<file path="src/rtl/pc_gen.sv">
// pc_gen: program-counter unit for the npc core.
// Owns the fetch PC, presents it to the IFU over a valid/ready handshake and
// redirects fetch on trap, mret, jal, jalr and taken conditional branches.
// A redirect latches its target and costs exactly one bubble (HOLD) before
// fetch resumes at the new address. Misaligned jal/jalr/branch targets are
// reported on misalign/misalign_addr and do not redirect.
//
// Optional build macro: PC_GEN_RVC_EN
//   defined   - adds input ifu_is_rvc; the sequential step is +2 when it is
//               high at acceptance, else +4; targets only need 2-byte alignment.
//   undefined - step is always +4; targets need 4-byte alignment.
//
// state | meaning
// ------+------------------------------------------------------------------
// BOOT  | first cycle out of reset, pc_valid=0, pc=RESET_VEC
// RUN   | pc_valid=1, pc advances on each accepted fetch
// HOLD  | redirect target latched, pc_valid=0, loaded into pc next edge

module pc_gen #(
  parameter int          XLEN      = 32,
  parameter logic [31:0] RESET_VEC = 32'h8000_0000
) (
  input  logic            clk,
  input  logic            rst,
  input  logic            if_ready,
  output logic            pc_valid,
  output logic [XLEN-1:0] pc,
  input  logic            ex_valid,
  input  logic [XLEN-1:0] ex_pc,
  input  logic            br_en,
  input  logic [2:0]      br_funct3,
  input  logic [XLEN-1:0] src1,
  input  logic [XLEN-1:0] src2,
  input  logic            jal,
  input  logic            jalr,
  input  logic [XLEN-1:0] imm,
  input  logic            trap,
  input  logic [XLEN-1:0] trap_vec,
  input  logic            mret,
  input  logic [XLEN-1:0] mepc,
  output logic            redirect,
  output logic            misalign,
  output logic [XLEN-1:0] misalign_addr
`ifdef PC_GEN_RVC_EN
  ,
  input  logic            ifu_is_rvc
`endif
);

  typedef enum logic [1:0] {
    BOOT = 2'd0,
    RUN  = 2'd1,
    HOLD = 2'd2
  } state_t;

  localparam logic [XLEN-1:0] RESET_PC = XLEN'(RESET_VEC);
  localparam logic [XLEN-1:0] BIT0_CLR = ~XLEN'(1);

  state_t          state;
  logic [XLEN-1:0] pend_tgt;

  logic            br_taken;
  logic [XLEN-1:0] rel_tgt;
  logic [XLEN-1:0] jalr_tgt;
  logic            sel_hit;
  logic            sel_chk;
  logic [XLEN-1:0] sel_tgt;
  logic            tgt_misaligned;
  logic            mis_hit;
  logic [XLEN-1:0] pc_inc;
  logic [XLEN-1:0] pc_seq;

  // Conditional branch outcome; reserved funct3 encodings are never taken.
  always_comb begin
    br_taken = 1'b0;
    case (br_funct3)
      3'b000:  br_taken = (src1 == src2);
      3'b001:  br_taken = (src1 != src2);
      3'b100:  br_taken = ($signed(src1) <  $signed(src2));
      3'b101:  br_taken = ($signed(src1) >= $signed(src2));
      3'b110:  br_taken = (src1 <  src2);
      3'b111:  br_taken = (src1 >= src2);
      default: br_taken = 1'b0;
    endcase
  end

  assign rel_tgt  = ex_pc + imm;
  assign jalr_tgt = (src1 + imm) & BIT0_CLR;

  // Pick the highest-priority redirect source; only EX-stage jumps get an
  // alignment check, trap and mret targets come from trusted CSRs.
  always_comb begin
    sel_hit = 1'b0;
    sel_chk = 1'b0;
    sel_tgt = '0;
    if (trap) begin
      sel_hit = 1'b1;
      sel_tgt = trap_vec;
    end else if (mret) begin
      sel_hit = 1'b1;
      sel_tgt = mepc;
    end else if (ex_valid && jalr) begin
      sel_hit = 1'b1;
      sel_chk = 1'b1;
      sel_tgt = jalr_tgt;
    end else if (ex_valid && jal) begin
      sel_hit = 1'b1;
      sel_chk = 1'b1;
      sel_tgt = rel_tgt;
    end else if (ex_valid && br_en && br_taken) begin
      sel_hit = 1'b1;
      sel_chk = 1'b1;
      sel_tgt = rel_tgt;
    end
  end

`ifdef PC_GEN_RVC_EN
  assign tgt_misaligned = sel_tgt[0];
  assign pc_inc         = ifu_is_rvc ? XLEN'(2) : XLEN'(4);
`else
  assign tgt_misaligned = |sel_tgt[1:0];
  assign pc_inc         = XLEN'(4);
`endif

  assign pc_seq = pc + pc_inc;

  // Misaligned jumps are reported instead of redirecting; reset masks both.
  assign mis_hit  = !rst && sel_hit && sel_chk && tgt_misaligned;
  assign redirect = !rst && sel_hit && !(sel_chk && tgt_misaligned);

  // PC state machine with registered handshake and misalign outputs.
  always_ff @(posedge clk) begin
    if (rst) begin
      state         <= BOOT;
      pc            <= RESET_PC;
      pc_valid      <= 1'b0;
      misalign      <= 1'b0;
      misalign_addr <= '0;
      pend_tgt      <= '0;
    end else begin
      misalign <= mis_hit;
      if (mis_hit) begin
        misalign_addr <= sel_tgt;
      end
      if (redirect) begin
        // Cancels this cycle's fetch; a redirect during HOLD just re-latches.
        pend_tgt <= sel_tgt;
        state    <= HOLD;
        pc_valid <= 1'b0;
      end else begin
        case (state)
          BOOT: begin
            state    <= RUN;
            pc_valid <= 1'b1;
          end
          RUN: begin
            pc_valid <= 1'b1;
            if (if_ready) begin
              pc <= pc_seq;
            end
          end
          HOLD: begin
            pc       <= pend_tgt;
            state    <= RUN;
            pc_valid <= 1'b1;
          end
          default: begin
            state    <= BOOT;
            pc_valid <= 1'b0;
          end
        endcase
      end
    end
  end

endmodule

</file>
<file path="config.mk">
export PLATFORM = sky130hd
export DESIGN_NAME = pc_gen
export DESIGN_NICKNAME = d
export VERILOG_FILES = /design/src/rtl/pc_gen.sv
export SDC_FILE = /design/constraint.sdc
export NUM_CORES = 1
export LEC_CHECK = 0
export CORE_ASPECT_RATIO = 1.4
export CORE_MARGIN = 3
export CORE_UTILIZATION = 55
export DETAILED_ROUTE_END_ITERATION = 6
export DONT_BUFFER_PORTS = 1
export GPL_ROUTABILITY_DRIVEN = 0
export PLACE_DENSITY_LB_ADDON = 0.05
export SLEW_MARGIN = 25
export SYNTH_ARGS = -nofsm -noshare
export SYNTH_HDL_FRONTEND = slang
export SYNTH_SLANG_ARGS = --single-unit
</file>
<file path="constraint.sdc">
create_clock -name clk -period 6.95 [get_ports clk]
set_input_delay 0.695 -clock clk [delete_from_list [all_inputs] [get_ports clk]]
set_output_delay 0.695 -clock clk [all_outputs]
set_load 0.01 [all_outputs]
</file>
==> results.toml <==
[sta]
relSlewSlack = 0.339
finalSetupViolations = 0
finalHoldViolCount = 0
worstMarginPinSlew_ns = 0.986
setup_ws_ns = 1.74
tns_ns = 0
fmax_ghz = 0.192
finalCritPeriodShare = 0.749
finClkSkew_ns = 0.00793
rsz0062_at_grt = "false"
fin_crit_ns = 5.21
slew_violations = 0

[synth]
netlist.area_leader.share = 0.218
synth_area_leaders = "dfxtp_1 22%, ha_1 13%, a21oi_1 8.9%"
syn_nets = 1573
async_reset_ff_frac = 0
synth.distinct_cells = 72
synth_top_cell_by_area = "dfxtp_1"
synth_common_cells = "171 x nand2_1, 164 x a21oi_1, 100 x dfxtp_1"
avgSynthCellArea_sq_um = 7.25
ys_seq_area_frac = 0.218
netlist_area_sq_um = 9200
ys_warn_count = 0
synth_flop_cell = "dfxtp_1"
synth_most_common_cell = "nand2_1"
synth-edff-count = 0
synth_seq_cells = 100
syn-instance-count = 1269

[placed_design]
dpl_worst_slack_ns = 1.75
io_buffers = 0
hpwl_um = 23600
place_area_sq_um = 9290
dp.cells = 1418

[worst_hold_path]
hp-class = "in -> reg"
whs_path_depth = 1

[global_routing]
track_usage = 0.312
gr-total-overflow = 0
grt_pass1_wl_um = 46400
grt_pass1_vias = 8889
grt_max_degree = 96
antenna_found_initial = 2

[detailed_routing]
vias_per_cell = 6.52
routed_wl_um = 29400
drc_errors = 0
routedWlPerCell_um = 20.5
first_iter_violations = 781
num_vias = 9363
dr.pass1.iters = 6
drtAntennaViolNets = 0

[clocking]
clk_latency_ns = 0.35
root_buffer = "clkbuf_16"
cts-buffers-inserted = 9
hold_buffers = 0
cts_max_path_buffers = 2
cts-resized-gates = 0
cts_setup_buffers = 0
cts.htree.levels = 3
clkTransAtPathRegs_ns = 0.07
cts_tree = "yes"
cts_sinks = 100

[pwr]
p_per_area_nw_per_um2 = 180
leakage_nw = 3.85
power_frac_seq = 0.381
clockPowerShare = 0.285
power_switching_w = 0.000626
ir_worst_vdd_mv = 0.105
p_sw_frac = 0.363
internal_power_w = 0.00110
power_frac_comb = 0.334

[floorplanning]
fp.dieH_um = 159
core_sq_um = 16300
ioPinCount = 271
start_util = 0.564
dieArea_sq_um = 18300
placementRows = 55
die_width_um = 115

[critical_path]
path_max_fanout = 30
crit_arrival_ns = 4.51
worstPathRequired_ns = 6.25
crit_chain = "inv_1 -> ha_1 -> nand4_1 -> nor4_1 -> and4b_1 -> xor2_1 -> a22o_1 -> a211o_1 -> o21ai_0 -> a21o_1 -> buf_4 -> nand2_1 -> inv_1"
cpPeakStageDelay_ns = 0.55
reg2reg_slack_ns = 3.70
crit_top_cell = "inv_1"
path_class = "in -> out"
ff2ff_path_depth = 12
crit_path_end_kind = "primary output"
cp-start-kind = "input port"
critPathSlowestCell = "nor4_1"

[finish]
syn_to_final_growth_pct = 4.20
drive_gt1_frac = 0.0413
final_cells = 1435
nets = 1534
stdcell_area_sq_um = 9590
post-route-util = 0.588
num-fill-cells = 1602

[job]
cap_viol_max_count = 0

[run_status]
status = "finished, final reports clean"
cells by family after synthesis:
family,after synthesis,share of synthesized area
simple gates,419,0.209
xor+xnor,56,0.0533
flops,100,0.218
mux,2,0.00218
compound gates,473,0.329
buf+inv,119,0.0517
fa+ha+maj,100,0.138
through the flow:
step           power, W  hold slack [ns]
3_3_place_gp    0.00123            0.432
5_1_grt         0.00183            0.396
2_1_floorplan   0.00111            0.429
4_1_cts         0.00173            0.407
3_5_place_dp    0.00124            0.437
6_report        0.00173            0.410
state kept, by name, summed over array words and instances, names as in the netlist:
signal / cells
pc_valid: 1
state: 2
misalign: 1
pc: 32
pend_tgt: 32
misalign_addr: 32
critical path: cells and delay by family:
kind / cells / cell delay [ns]
adder cells (fa/ha/maj): 1 / 0.43
AND/OR/NAND/NOR: 4 / 1.39
AO/OA/AOI/OAI: 4 / 1.37
XOR/XNOR: 1 / 0.09
buffers and inverters: 3 / 0.52
power groups by stage:
stage | clock network [W] | registers (W) | logic (W)
CTS | 0.000500 | 0.000657 | 0.000569
detailed placement | 0 | 0.000671 | 0.000566
global route | 0.000524 | 0.000662 | 0.000643
floorplan | 0 | 0.000657 | 0.000456
global placement | 0 | 0.000670 | 0.000562
finish | 0.000491 | 0.000657 | 0.000576
final timing paths:
kind / from / endpoint
max: src2[31] / redirect
min: rst / pc[3]
max reg2reg: pc[2] / pc[30]
min reg2reg: pend_tgt[12] / pend_tgt[12]
cell type report:
class	count	area, sq um	area share
Inverter	56	210	0.0219
Sequential cell	100	2000	0.209
Antenna cell	1	2.50	0.000261
Clock inverter	6	53.8	0.00561
Tap cell	199	249	0.0260
Clock buffer	10	239	0.0249
Multi-Input combinational cell	1050	6730	0.702
Timing Repair Buffer	13	97.6	0.0102
metal layers:
layer  global-route usage  vias to the layer above  share of wire
li1                     -                     4603              -
met1                0.383                     4362           0.40
met2                0.540                      342           0.50
met3               0.0631                       54          0.071
met4               0.0982                        2          0.029
met5                    0                        -        0.00044
cell usage in the layout (no fill, tap or decap), types with 25 or more instances in the layout:
master and n:
nand2_1 171, nor2_1 89, a21o_1 25, a211oi_1 27, dfxtp_1 100, xor2_1 25, inv_1 56, a21oi_1 163
ha_1 97, xnor2_1 31, o211ai_1 26, o21ai_0 83, nand3_1 50
(Power assumes the default switching activity.)
